<file path="src/rtl/pipe_stage_buf_if.sv">
`default_nettype none
// ============================================================================
//  Module   : pipe_stage_buf_if
//  Brief    : Handshake/payload bundle for the pipe_stage_buf skid stage.
//             master = upstream/downstream environment, slave = the stage.
//  Revision : 1.0  initial release
// ============================================================================
interface pipe_stage_buf_if #(
  parameter int DATA_W = 32,
  parameter int CTRL_W = 16
);
  logic              in_valid;
  logic              in_ready;
  logic [DATA_W-1:0] in_data;
  logic [CTRL_W-1:0] in_ctrl;
  logic              out_valid;
  logic              out_ready;
  logic [DATA_W-1:0] out_data;
  logic [CTRL_W-1:0] out_ctrl;
  logic [1:0]        occupancy;
  logic [15:0]       stall_cnt;

  modport master (
    output in_valid, in_data, in_ctrl, out_ready,
    input  in_ready, out_valid, out_data, out_ctrl, occupancy, stall_cnt
  );

  modport slave (
    input  in_valid, in_data, in_ctrl, out_ready,
    output in_ready, out_valid, out_data, out_ctrl, occupancy, stall_cnt
  );
endinterface
`default_nettype wire

</file>
<file path="src/rtl/pipe_stage_buf.sv">
`default_nettype none
// ============================================================================
//  Module   : pipe_stage_buf
//  Brief    : 2-entry skid-buffer pipeline stage. The main register drives the
//             outputs; the skid register catches the payload accepted while
//             downstream stalls. in_ready depends on registered state only.
//             Optional macro PIPE_STAGE_STATS_EN adds a saturating
//             downstream-stall counter on stall_cnt (constant 0 otherwise).
//  Revision : 1.0  initial release
// ============================================================================
module pipe_stage_buf #(
  parameter int DATA_W = 32,
  parameter int CTRL_W = 16
) (
  input  wire               CLK,
  input  wire               reset,
  input  wire               flush,
  pipe_stage_buf_if.slave   bus
);

  typedef enum logic [1:0] {
    EMPTY = 2'd0,
    ONE   = 2'd1,
    TWO   = 2'd2
  } state_t;

  state_t            r_state,    w_stateNext;
  logic [DATA_W-1:0] r_mainData, w_mainDataNext;
  logic [CTRL_W-1:0] r_mainCtrl, w_mainCtrlNext;
  logic [DATA_W-1:0] r_skidData, w_skidDataNext;
  logic [CTRL_W-1:0] r_skidCtrl, w_skidCtrlNext;

  logic w_inFire;
  logic w_outFire;

  assign bus.in_ready  = (r_state != TWO);
  assign bus.out_valid = (r_state != EMPTY);
  assign bus.out_data  = r_mainData;
  assign bus.out_ctrl  = r_mainCtrl;
  assign bus.occupancy = r_state;

  assign w_inFire  = bus.in_valid  & bus.in_ready;
  assign w_outFire = bus.out_valid & bus.out_ready;

  // State and payload registers; reset empties the stage immediately.
  always_ff @(posedge CLK or posedge reset) begin
    if (reset) begin
      r_state    <= EMPTY;
      r_mainData <= '0;
      r_mainCtrl <= '0;
      r_skidData <= '0;
      r_skidCtrl <= '0;
    end else begin
      r_state    <= w_stateNext;
      r_mainData <= w_mainDataNext;
      r_mainCtrl <= w_mainCtrlNext;
      r_skidData <= w_skidDataNext;
      r_skidCtrl <= w_skidCtrlNext;
    end
  end

  // Next-state and payload movement; every path into EMPTY zeroes both slots.
  always_comb begin
    w_stateNext    = r_state;
    w_mainDataNext = r_mainData;
    w_mainCtrlNext = r_mainCtrl;
    w_skidDataNext = r_skidData;
    w_skidCtrlNext = r_skidCtrl;

    if (flush) begin
      w_stateNext    = EMPTY;
      w_mainDataNext = '0;
      w_mainCtrlNext = '0;
      w_skidDataNext = '0;
      w_skidCtrlNext = '0;
    end else begin
      case (r_state)
        EMPTY: begin
          if (w_inFire) begin
            w_stateNext    = ONE;
            w_mainDataNext = bus.in_data;
            w_mainCtrlNext = bus.in_ctrl;
          end
        end
        ONE: begin
          if (w_inFire && w_outFire) begin
            w_mainDataNext = bus.in_data;
            w_mainCtrlNext = bus.in_ctrl;
          end else if (w_inFire) begin
            w_stateNext    = TWO;
            w_skidDataNext = bus.in_data;
            w_skidCtrlNext = bus.in_ctrl;
          end else if (w_outFire) begin
            w_stateNext    = EMPTY;
            w_mainDataNext = '0;
            w_mainCtrlNext = '0;
            w_skidDataNext = '0;
            w_skidCtrlNext = '0;
          end
        end
        TWO: begin
          // in_ready is low here, so only the drain side can move.
          if (w_outFire) begin
            w_stateNext    = ONE;
            w_mainDataNext = r_skidData;
            w_mainCtrlNext = r_skidCtrl;
            w_skidDataNext = '0;
            w_skidCtrlNext = '0;
          end
        end
        default: begin
          w_stateNext    = EMPTY;
          w_mainDataNext = '0;
          w_mainCtrlNext = '0;
          w_skidDataNext = '0;
          w_skidCtrlNext = '0;
        end
      endcase
    end
  end

`ifdef PIPE_STAGE_STATS_EN
  logic [15:0] r_stallCnt;

  // Saturating count of cycles where a valid payload is held back; flush
  // does not touch it, only reset does.
  always_ff @(posedge CLK or posedge reset) begin
    if (reset) begin
      r_stallCnt <= '0;
    end else if (bus.out_valid && !bus.out_ready && (r_stallCnt != 16'hFFFF)) begin
      r_stallCnt <= r_stallCnt + 16'd1;
    end
  end

  assign bus.stall_cnt = r_stallCnt;
`else
  assign bus.stall_cnt = 16'h0000;
`endif

endmodule
`default_nettype wire

</file>
<file path="src/flat_wrapper.sv">
// flat-port wrapper written by rule: the top's interface ports become plain ports
module pipe_stage_buf_flat 
#(
  parameter int DATA_W = 32,
  parameter int CTRL_W = 16
)
  (CLK, reset, flush, bus_in_valid, bus_in_data, bus_in_ctrl, bus_out_ready, bus_in_ready, bus_out_valid, bus_out_data, bus_out_ctrl, bus_occupancy, bus_stall_cnt);
  pipe_stage_buf_if #(.DATA_W(DATA_W), .CTRL_W(CTRL_W)) bus_i ();
  input  wire CLK;
  input  wire reset;
  input  wire flush;
  input wire logic [$bits(bus_i.in_valid)-1:0] bus_in_valid;
  input wire logic [$bits(bus_i.in_data)-1:0] bus_in_data;
  input wire logic [$bits(bus_i.in_ctrl)-1:0] bus_in_ctrl;
  input wire logic [$bits(bus_i.out_ready)-1:0] bus_out_ready;
  output wire logic [$bits(bus_i.in_ready)-1:0] bus_in_ready;
  output wire logic [$bits(bus_i.out_valid)-1:0] bus_out_valid;
  output wire logic [$bits(bus_i.out_data)-1:0] bus_out_data;
  output wire logic [$bits(bus_i.out_ctrl)-1:0] bus_out_ctrl;
  output wire logic [$bits(bus_i.occupancy)-1:0] bus_occupancy;
  output wire logic [$bits(bus_i.stall_cnt)-1:0] bus_stall_cnt;
  assign bus_i.in_valid = bus_in_valid;
  assign bus_i.in_data = bus_in_data;
  assign bus_i.in_ctrl = bus_in_ctrl;
  assign bus_i.out_ready = bus_out_ready;
  assign bus_in_ready = bus_i.in_ready;
  assign bus_out_valid = bus_i.out_valid;
  assign bus_out_data = bus_i.out_data;
  assign bus_out_ctrl = bus_i.out_ctrl;
  assign bus_occupancy = bus_i.occupancy;
  assign bus_stall_cnt = bus_i.stall_cnt;
  pipe_stage_buf #(.DATA_W(DATA_W), .CTRL_W(CTRL_W)) u_core (.CLK(CLK), .reset(reset), .flush(flush), .bus(bus_i));
endmodule
</file>
<file path="config.mk">
export PLATFORM = sky130hd
export DESIGN_NAME = pipe_stage_buf_flat
export DESIGN_NICKNAME = d
export VERILOG_FILES = /design/src/rtl/pipe_stage_buf_if.sv /design/src/rtl/pipe_stage_buf.sv /design/src/flat_wrapper.sv
export SDC_FILE = /design/constraint.sdc
export NUM_CORES = 1
export LEC_CHECK = 0
export CAP_MARGIN = 10
export CORE_ASPECT_RATIO = 1.5
export CORE_UTILIZATION = 49
export DETAILED_ROUTE_END_ITERATION = 8
export PLACE_DENSITY = 0.81
export SYNTH_ARGS = -nofsm -noshare
export SYNTH_HDL_FRONTEND = slang
export SYNTH_SLANG_ARGS = --single-unit
</file>
<file path="constraint.sdc">
create_clock -name CLK -period 4.4 [get_ports CLK]
set_input_delay 1.32 -clock CLK [delete_from_list [all_inputs] [get_ports CLK]]
set_output_delay 1.32 -clock CLK [all_outputs]
set_load 0.05 [all_outputs]
</file>
==> results.yml <==
worst_hold_path:
  holdPathStages: 1
  min_to: "u_core.bus.out_data[9]$_DFFE_PP0P_"
  worstHoldStart: "u_core.bus.out_data[9]$_DFFE_PP0P_"
  min_path_type: "reg2reg"
cts:
  cts_buffer_depth: 2
  cts-root-buf: "clkbuf_16"
  cts_setup_buffers: 0
  cts-resized-gates: 0
  numCtsBuffers: 9
  clock-sinks: 98
  clkSlewWorstSetupHoldPaths_ns: 0.07
  insertion_delay_ns: 0.34
  cts_tree: "done"
  htree_levels: 3
  cts_hold_buf: 0
floorplan:
  initial_core_util: 0.5076
  die-area_um2: 9596
  std_cell_rows: 42
  io_pins: 121
  die_w_um: 80.32
  core_um2: 8881
  fp.dieH_um: 119.5
final_layout:
  nets: 569
  layout-area-overhead-vs-synth_pct: 29.25
  drive_gt1_frac: 0.06190
  multiInputGateArea_um2: 1759
  final_common_cell: "clkdlybuf4s50_1"
  layoutNonFillerInstCount: 627
  fillers: 716
  regArea_um2: 2452
  final_cell_mix: "clkdlybuf4s50_1, dfrtp_1, nand2_1, nand3_1"
  diodes: 0
routing:
  wl_per_cell_um: 17.91
  drtIter0Drc: 316
  drt_wl_total_mm: 11.23
  drt_drc_violations_left: 0
  ant_nets: 0
  vias: 3710
  post_drt_via_cell_ratio: 5.917
  first_pass_iters: 5
power_and_ir_drop:
  power_frac_seq: 0.393
  p_total_w: 0.002535
  clockPowerShare: 0.337
  p_int_w: 0.001676
  combPwrFrac: 0.270
  leakage_nw: 2.448
  power.density_nw_per_um2: 435.1
  p_switching_w: 0.0008590
  netSwitchingFraction: 0.3389
  vdd_drop_max_mv: 0.3051
outcome:
  status: "finished, final reports clean"
worst_setup_path:
  endpoint_kind: "output port"
  critPathMaxFanout: 7
  crit_type: "reg2out"
  timing.rr.start: "u_core.bus.occupancy[0]$_DFFE_PP0P_"
  cp-start-kind: "flip-flop"
  critPathRequiredTime_ns: 3.08
  cp.arrival_ns: 2.24
  reg2reg_slack_ns: 1.26
  timing.rr.end: "u_core.r_skidData[13]$_DFFE_PP0P_"
  worstRegToRegCells: 7
global_routing:
  grt_max_degree: 97
  grt_pass1_wl_mm: 18.05
  grt_antenna_before_repair: 0
  grt-ovfl-total: 0
  grt_pass1_vias: 3599
  gr-usage-all-layers: 0.2471
timing:
  fmax_mhz: 280.7
  final-max-slew-violation-count: 0
  fin_crit_sh: 0.8098
  hold_violations: 0
  finalWorstSetupSlack_ns: 0.8369
  fin_worst_skew_ns: 0.006254
  tns_ns: 0
  setup_viol: 0
  layout_min_cycle_time_ns: 3.563
  rsz0062_at_grt: "false"
  whs_ns: 0.4874
  slew_headroom: 0.2217
  worst_pin_slew_ns: 1.165
yosys:
  syn_area_per_cell_um2: 10.44
  syn_area_um2: 4508
  ys_types: 31
  ys_ff_latch: 98
  ys_warn_count: 0
  syn_inst: 432
  ys_seq_area_frac: 0.5440
placed_design:
  gp_congestion: 0.8260
  pre_cts_slack_ns: 0.7408
  dpl.hpwl_mm: 7.081
  io_buffers: 104
  place_inst: 611
job:
  max-cap-violations: 0
-- routing by layer --
metal  GRT usage  up-vias  wire length [um]  part of all wire
met4     0.09598        0               255             0.023
met5           0        -                 0                 0
met2      0.4065      140              6039              0.54
met1      0.3154     1848              4372              0.39
met3     0.05211       19               561             0.050
li1            -     1703                 -                 -
-- cells in the mapped netlist --
master     count  area (um^2)
buf_4         20        150.1
o21ai_2        1        8.760
a21oi_1        2        10.01
o211ai_1       1        7.510
inv_1          7        26.28
conb_1         1        3.750
nand2b_1       2        12.51
xnor2_1        1        8.760
nand2_1       49        183.9
or4_1          1        7.510
nor2_1         2        7.510
nand3_1       49        245.2
nor2b_1        2        12.51
buf_6          6        67.56
o221ai_1       1        8.760
o21ai_4        1        16.27
inv_2          1        3.750
o21ai_1       31        155.2
nand3b_4       1        20.02
o21ai_0       20        100.1
a31oi_1        1        6.260
clkbuf_2       1        5.000
ha_1           4        50.05
nand4b_1       1        8.760
nor3b_2        1        12.51
a22oi_1       48        360.4
dfrtp_1       98         2452
o2bb2ai_1     48        420.4
clkbuf_1      18        67.56
a21oi_2        1        8.760
buf_2         12        60.06
-- kinds of logic after synthesis --
group	Yosys count	synth area share
DFF	98	0.5440
buffers and inverters	65	0.08437
xor gates and xnor gates	1	0.001943
AOI/OAI and AO/OA	155	0.2445
and+or+nand+nor	108	0.1132
other	1	0.0008318
adders and majority gates	4	0.01110
-- worst max path at each step --
stage | startpoint | to | slack, ns | cells after the start
global placement | bus_in_valid | u_core.r_skidCtrl[13]$_DFFE_PP0P_ | 0.87 | 5
finish | u_core.bus.occupancy[0]$_DFFE_PP0P_ | bus_out_valid | 0.84 | 4
floorplan | reset | u_core.bus.occupancy[0]$_DFFE_PP0P_ | 0.52 | 1
global route | u_core.bus.occupancy[0]$_DFFE_PP0P_ | bus_out_valid | 0.74 | 4
detailed placement | bus_in_valid | u_core.r_skidCtrl[5]$_DFFE_PP0P_ | 0.74 | 5
CTS | u_core.bus.occupancy[0]$_DFFE_PP0P_ | bus_out_valid | 0.82 | 4
-- sequential cells by signal (all words and copies together) (netlist names) --
register,count
u_core.bus.occupancy,2
u_core.bus.out_ctrl,16
u_core.r_skidCtrl,16
u_core.bus.out_data,32
u_core.r_skidData,32
-- cell type report --
class / instances / area share
flip-flops and latches: 98 / 0.4209
inverters: 8 / 0.005583
well taps: 110 / 0.02362
multi-input cells: 284 / 0.3019
clock buffers: 9 / 0.03865
clock inverters: 7 / 0.01739
repair buffers: 111 / 0.1920
-- worst max-delay path, cell delays in order (launching register included) --
cell and delay [ns]:
dfrtp_1 0.48, inv_1 0.12, ha_1 0.30, inv_1 0.17, clkdlybuf4s50_1 0.83
-- metrics by stage --
| stage | utilization | instance area, um^2 |
|---|---|---|
| 6_report | 0.6561 | 5827 |
| 5_1_grt | 0.6561 | 5827 |
| 4_1_cts | 0.6561 | 5827 |
| 3_5_place_dp | 0.6193 | 5500 |
| 3_3_place_gp | 0.6193 | 5500 |
| 2_1_floorplan | - | 4564 |
-- power by group through the flow --
stage                     Sequential (W)  Clock (W)  Combinational [W]
after CTS                       0.000998   0.000860           0.000688
after detailed placement         0.00101          0           0.000685
final                           0.000997   0.000853           0.000685
after global placement           0.00101          0           0.000676
after global routing             0.00100   0.000903           0.000723
after floorplan                  0.00121          0           0.000270
Note: power is estimated with default switching activity, not from simulation.
